<file path="src/rtl/serial_add_seq.sv">
// ---------------------------------------------------------------------------
// serial_add_seq
//   Bit-serial add/subtract sequencer. One external, purely combinational
//   1-bit full-adder cell is time-shared across a WIDTH-bit operation, LSB
//   first. The carry is threaded between bits through a register. The
//   result, carry-out and signed overflow are published with a one-cycle
//   done pulse.
//
// Ports
//   clk, rst_n          : clock, synchronous active-low reset
//   start, sub, a, b, cin
//                       : request and operands, captured in IDLE or DONE
//                         (sub=1 selects a-b and ignores cin)
//   fa_a, fa_b, fa_cin  : bit-level operands driven to the shared cell
//   fa_sum, fa_cout     : same-cycle results returned by the shared cell
//   busy                : high while the operation is stepping (RUN)
//   done                : one-cycle pulse when sum/cout/ovf are updated
//   sum, cout, ovf      : registered result, carry out of the MSB
//                         (1 = no borrow on subtract), and signed overflow
// ---------------------------------------------------------------------------
module serial_add_seq #(
  parameter int WIDTH = 8
) (
  input  logic             clk,
  input  logic             rst_n,
  input  logic             start,
  input  logic             sub,
  input  logic [WIDTH-1:0] a,
  input  logic [WIDTH-1:0] b,
  input  logic             cin,
  output logic             fa_a,
  output logic             fa_b,
  output logic             fa_cin,
  input  logic             fa_sum,
  input  logic             fa_cout,
  output logic             busy,
  output logic             done,
  output logic [WIDTH-1:0] sum,
  output logic             cout,
  output logic             ovf
);

  localparam int KW = $clog2(WIDTH);
  localparam logic [KW-1:0] K_LAST = KW'(WIDTH - 1);

  typedef enum logic [1:0] {
    S_IDLE,
    S_RUN,
    S_DONE
  } state_t;

  state_t           state_q, state_d;
  logic [WIDTH-1:0] op_a_q, op_a_d;
  logic [WIDTH-1:0] op_b_q, op_b_d;
  logic [WIDTH-1:0] res_q, res_d;
  logic             carry_q, carry_d;
  logic [KW-1:0]    k_q, k_d;
  logic [WIDTH-1:0] sum_q, sum_d;
  logic             cout_q, cout_d;
  logic             ovf_q, ovf_d;
  logic             busy_q, busy_d;
  logic             done_q, done_d;

  // Next-state and datapath logic. IDLE and DONE behave identically with
  // respect to start, which is what gives back-to-back operation from DONE.
  // Subtraction is folded into the capture: b is inverted and the carry
  // seeded with 1, so RUN only ever performs an add.
  always_comb begin
    state_d = state_q;
    op_a_d  = op_a_q;
    op_b_d  = op_b_q;
    res_d   = res_q;
    carry_d = carry_q;
    k_d     = k_q;
    sum_d   = sum_q;
    cout_d  = cout_q;
    ovf_d   = ovf_q;

    unique case (state_q)
      S_IDLE, S_DONE: begin
        if (start) begin
          state_d = S_RUN;
          op_a_d  = a;
          op_b_d  = sub ? ~b : b;
          carry_d = sub ? 1'b1 : cin;
          k_d     = '0;
        end else begin
          state_d = S_IDLE;
        end
      end

      S_RUN: begin
        // The cell's sum enters at the MSB; after WIDTH shifts bit 0 of
        // the result has reached the LSB.
        res_d   = {fa_sum, res_q[WIDTH-1:1]};
        carry_d = fa_cout;
        op_a_d  = {1'b0, op_a_q[WIDTH-1:1]};
        op_b_d  = {1'b0, op_b_q[WIDTH-1:1]};
        k_d     = k_q + KW'(1);
        if (k_q == K_LAST) begin
          state_d = S_DONE;
          k_d     = '0;
          sum_d   = {fa_sum, res_q[WIDTH-1:1]};
          cout_d  = fa_cout;
          // carry_q is the carry into the MSB while the MSB is on the cell.
          ovf_d   = carry_q ^ fa_cout;
        end
      end

      default: state_d = S_IDLE;
    endcase

    busy_d = (state_d == S_RUN);
    done_d = (state_d == S_DONE);
  end

  // State register. Reset is synchronous and discards any in-flight
  // operation, including the result registers.
  always_ff @(posedge clk) begin
    if (!rst_n) begin
      state_q <= S_IDLE;
      op_a_q  <= '0;
      op_b_q  <= '0;
      res_q   <= '0;
      carry_q <= 1'b0;
      k_q     <= '0;
      sum_q   <= '0;
      cout_q  <= 1'b0;
      ovf_q   <= 1'b0;
      busy_q  <= 1'b0;
      done_q  <= 1'b0;
    end else begin
      state_q <= state_d;
      op_a_q  <= op_a_d;
      op_b_q  <= op_b_d;
      res_q   <= res_d;
      carry_q <= carry_d;
      k_q     <= k_d;
      sum_q   <= sum_d;
      cout_q  <= cout_d;
      ovf_q   <= ovf_d;
      busy_q  <= busy_d;
      done_q  <= done_d;
    end
  end

  // The cell sees only zeros outside RUN so its inputs stay quiet.
  assign fa_a   = (state_q == S_RUN) & op_a_q[0];
  assign fa_b   = (state_q == S_RUN) & op_b_q[0];
  assign fa_cin = (state_q == S_RUN) & carry_q;

  assign busy = busy_q;
  assign done = done_q;
  assign sum  = sum_q;
  assign cout = cout_q;
  assign ovf  = ovf_q;

endmodule

</file>
<file path="config.mk">
export PLATFORM = sky130hd
export DESIGN_NAME = serial_add_seq
export DESIGN_NICKNAME = d
export VERILOG_FILES = /design/src/rtl/serial_add_seq.sv
export SDC_FILE = /design/constraint.sdc
export NUM_CORES = 1
export LEC_CHECK = 0
export BUFFER_PORTS_ARGS = -buffer_cell sky130_fd_sc_hd__buf_2
export CORE_MARGIN = 8
export CORE_UTILIZATION = 40
export CTS_CLUSTER_DIAMETER = 200
export CTS_CLUSTER_SIZE = 14
export DETAILED_ROUTE_END_ITERATION = 8
export HOLD_SLACK_MARGIN = 0.05
export PLACE_DENSITY = 0.68
export SYNTH_ARGS = -nofsm -noshare
export SYNTH_HDL_FRONTEND = slang
export SYNTH_SLANG_ARGS = --single-unit
</file>
<file path="constraint.sdc">
create_clock -name clk -period 3 [get_ports clk]
set_input_delay 0.3 -clock clk [delete_from_list [all_inputs] [get_ports clk]]
set_output_delay 0.3 -clock clk [all_outputs]
set_load 0.01 [all_outputs]
</file>
Yosys cells after proc, flatten, opt, wreduce, memory -nomap -nowiden
Index checks and enable logic that the tools add are counted.
{"block": "totals", "reg_bits": 42, "inputBits": 23, "output_inout_bits": 15, "elab_cells": 42}
{"block": "op_classes", "n_addsub": 1, "eq_ne": 6, "muxes": 14, "bitwise_logic": 5, "reduce_logical": 5}
{"cell": "$pmux 8 s2", "count": 2}
{"cell": "$mux 8", "count": 3}
{"cell": "$not 8->8", "count": 1}
{"cell": "$mux 3", "count": 2}
{"cell": "$pmux 3 s2", "count": 1}
{"cell": "$eq 2x1->1 const B", "count": 2}
{"cell": "$eq 2x2->1 const B", "count": 2}
{"cell": "$pmux 2 s2", "count": 1}
{"cell": "$reduce_and 2->1", "count": 2}
{"cell": "$add 3x1->3 const B", "count": 1}
{"cell": "$and 1x1->1", "count": 3}
{"cell": "$eq 3x3->1 const B", "count": 1}
{"cell": "$mux 1", "count": 3}
{"cell": "$logic_not 2->1", "count": 1}
{"cell": "$mux 2", "count": 1}
{"cell": "$ne 2x2->1 const B", "count": 1}
{"cell": "$pmux 1 s2", "count": 1}
{"cell": "$reduce_bool 2->1", "count": 1}
{"cell": "$reduce_or 2->1", "count": 1}
{"cell": "$xor 1x1->1", "count": 1}

Depth between registers and ports, before layout
{"block": "logic_depth", "depth_word": 4, "depth_mapped": 6, "mapped_depth_nobuf": 5}

Worst setup path before layout
OpenSTA, ideal clock, no wires.
{"block": "synth_timing", "path_type": "register -> register", "start": "reg k_q[0]", "end": "reg ovf_q, in the netlist ovf", "t_arrival_ps": 1188, "required_time_ps": 2914, "slack_ps": 1727, "path_stages_with_launch": 6, "n_path_buf": 1, "period_less_slack_ps": 1273, "path_cell_list": "dfxtp_1 > ha_1 > ha_1 > and3b_1 > buf_2 > a211oi_1"}
{"block": "synth_between", "elab_chain_len": 2}
{"item": "from (decl)", "line_no": "57", "rtl": "logic [KW-1:0] k_q, k_d;"}
{"item": "from (signal assigned)", "line_no": "138", "rtl": "k_q <= k_d;"}
{"item": "$eq 3x3->1", "line_no": "100", "rtl": "if (k_q == K_LAST) begin"}
{"item": "$reduce_and 2->1 (no line)"}
{"item": "to (signal assigned)", "line_no": "141", "rtl": "ovf_q <= ovf_d;"}
{"item": "to (decl)", "line_no": "60", "rtl": "logic ovf_q, ovf_d;"}
No other way between the ends.
A chain may end at the register's enable or synchronous reset.

Worst setup path in the final report
{"block": "layout_timing", "start": "reg state_q[0]", "end": "out fa_cin"}
{"block": "layout_between", "elab_chain_len": 2}
{"item": "from (decl)", "line_no": "52", "rtl": "state_t state_q, state_d;"}
{"item": "from (signal assigned)", "line_no": "133", "rtl": "state_q <= state_d;"}
{"item": "$eq 2x1->1", "line_no": "150", "rtl": "assign fa_cin = (state_q == S_RUN) & carry_q;"}
{"item": "$and 1x1->1", "line_no": "150"}
{"item": "to (decl)", "line_no": "33", "rtl": "output logic fa_cin,"}
No other way between the ends.

==> results_dict.tcl <==
set metrics [dict create \
    status "finished clean" \
    crit_type "reg2out" \
    tightest_slew_ns 0.8364 \
    grt_max_degree 28 \
    cp.depth 3 \
    synthesis.area_um2 1740 \
    final_nets 250 \
    hold_viol 0 \
    wire_per_inst_um 13.27 \
    worstReg2RegEnd "state_q[0]" \
    finalMaxSlewViolations 0 \
    numClockSinks 41 \
    numCtsBuffers 5 \
    antenna_found_initial 0 \
    row_count 24 \
    fin_tns_setup_ns 0 \
    fmax_ghz 0.5132 \
    seq_area_um2 820.8 \
    die_h_um 81.96 \
    netlist-cell-type-count 30 \
    cts_tree "yes" \
    cp-end-kind "output pin" \
    synth.avg_cell_area_um2 8.925 \
    grt.total_usage_pct 11.78 \
    vias_per_cell 5.076 \
    synth_nets 220 \
    power_density_nw_per_um2 537.7 \
    worstPathBufferInverterCount 1 \
    rsz0062_at_grt "no" \
    slowest_stage "nor2b_4" \
    maxSlewHeadroom_pct 44.18 \
    worstPathCellList "nor2b_4, and2_1, buf_2" \
    startpoint "state_q[0]" \
    synthTopCellsByArea "dfxtp_1 (47%), a21oi_1 (9.5%), nand2_1 (8.0%)" \
    synth_edf_count 0 \
    dp_hpwl_mm 2.481 \
    critPathMaxFanout 27 \
    clk_latency_ns 0.29 \
    setup_ws_ns 1.051 \
    yosysSeqAreaShare_pct 47.16 \
    drc_errors 0 \
    synth.largest_area_cell "dfxtp_1" \
    diodes 0 \
    ir_drop_mv 0.3151 \
    rr_startpoint "state_q[0]" \
    num_io_pins 38 \
    io_buffers 37 \
    vias 1406 \
    r2r_cells 3 \
    yosysTopAreaCellShare_pct 47.16 \
    crit_end "fa_cin" \
    drive_gt1_share_pct 24.44 \
    place_congestion 0.6981 \
    cp.arrival_ns 1.65 \
    synth_seq_cells 41 \
    grt_pass1_wl_mm 6.299 \
    drtAntennaViolNets 0 \
    cts_root_buffer "clkbuf_8" \
    initial_core_util_pct 40.82 \
    fp.dieW_um 81.96 \
    hold_path.class "in2reg" \
    cts_max_level 2 \
    setup_viol_count_final 0 \
    synth_most_common_cell "dfxtp_1" \
    fill_cells 439 \
    grt_pass1_vias 1435 \
    overflow 0 \
    post-place-ws_ns 1.344 \
    cts_setup_buffers 0 \
    leakage_uw 0.0007760 \
    maxCapViolations 0 \
    cp_top_family "simple AND/OR/NAND/NOR gates" \
    cts_hold_buf 0 \
    critPathMaxStageDelay_ns 0.61 \
    cp-start-kind "flop" \
    drtPass1Iterations 4 \
    clock_skew_ns 0.004249 \
    core_um2 4264 \
    drtIter0Drc 87 \
    period_needed_ns 1.949 \
    cts_buffer_depth 2 \
    period_share_pct 64.95 \
    worstPathRequired_ns 2.70 \
    async_reset_ff_share_pct 0 \
    r2r_slack_ns 1.38 \
    die_area_um2 6717 \
    netlist_instances 195 \
    yosys_warnings 0 \
    ctsResizeCount 0 \
    multi_input_area_um2 785.8 \
    area_growth_syn_to_layout_pct 13.16 \
    wl_mm 3.675 \
    synth-main-ff-cell "dfxtp_1" \
    clkSlewWorstSetupHoldPaths_ns 0.08 \
    ys_top_cells_by_count "dfxtp_1 (41), nand2_1 (37), a21oi_1 (33)" \
]
placed cells by master, fill, tap and decap left out:
cell type   n
a211oi_1    1
a21oi_1    33
a21oi_2     1
a22oi_1     8
a22oi_2     6
a31oi_1     2
and2_1      5
and3b_1     1
buf_2      37
buf_4       3
clkbuf_1    1
clkbuf_8    6
dfxtp_1    41
ha_1        2
inv_1       1
nand2_1    37
nand2b_1    2
nand3_1    18
nand3_2     1
nand3b_1    1
nor2_1      4
nor2b_1     1
nor2b_4     1
nor4b_1     1
o21ai_0     2
xnor2_1     1
xor2_1      8
per-layer routing:
metal | GRT usage, % | up-vias | share of wire (%)
met5 | 0 | - | 0
met3 | 3.939 | 2 | 4.8
met2 | 19.65 | 28 | 50
met4 | 4.737 | 0 | 0.63
li1 | - | 724 | -
met1 | 13.56 | 652 | 44
tightest hold or removal path, delay by kind of cell:
kind | cells | cell delay [ns]
compound gates | 1 | 0.05
buf+inv | 1 | 0.10
simple gates | 1 | 0.05
logic make-up after synthesis:
kind of cell / after synthesis / synth area share [%]
compound gates: 53 / 19.48
buf+inv: 18 / 7.691
simple gates: 72 / 19.70
fa+ha+maj: 2 / 1.438
xor+xnor: 9 / 4.529
flops: 41 / 47.16
power by group:
part           switching, uW  total, uW  internal [uW]
combinational           70.5        118           47.8
clock                    178        361            183
sequential              13.4        580            567
total                    262       1060            797
flip-flops by register name, indices dropped and copies added, names as in the netlist, 2 cells and up:
signal   cells
k_q          3
op_a_q       8
op_b_q       8
res_q        7
state_q      2
sum          8
final cells by class:
type | count | share of cell area [%]
Inverter | 1 | 0.1906
Timing Repair Buffer | 40 | 10.55
Sequential cell | 41 | 41.68
Multi-Input combinational cell | 136 | 39.90
Clock buffer | 7 | 4.384
Tap cell | 52 | 3.304
through the flow:
step | utilization (%) | instance area [um^2] | std cells | hold WS, ns | power, uW
detailed placement | 44.16 | 1883 | 270 | 0.4464 | 712.7
global route | 46.19 | 1969 | 277 | 0.2349 | 1115
finish | 46.19 | 1969 | 277 | 0.2468 | 1059
CTS | 46.19 | 1969 | 277 | 0.2364 | 1073
global placement | 44.16 | 1883 | 270 | 0.4427 | 710.4
floorplan | - | 1740 | 195 | 0.4217 | 690.4
worst min-delay path by stage:
stage,start,to,slack (ns),cells past startpoint
3_5_place_dp,res_q[1],sum[0],0.45,2
3_3_place_gp,res_q[1],res_q[1],0.44,2
2_1_floorplan,rst_n,busy,0.42,1
5_1_grt,rst_n,busy,0.23,2
6_report,a[7],op_a_q[7],0.25,3
4_1_cts,rst_n,busy,0.24,2
Power figures use the tool's default switching activity.
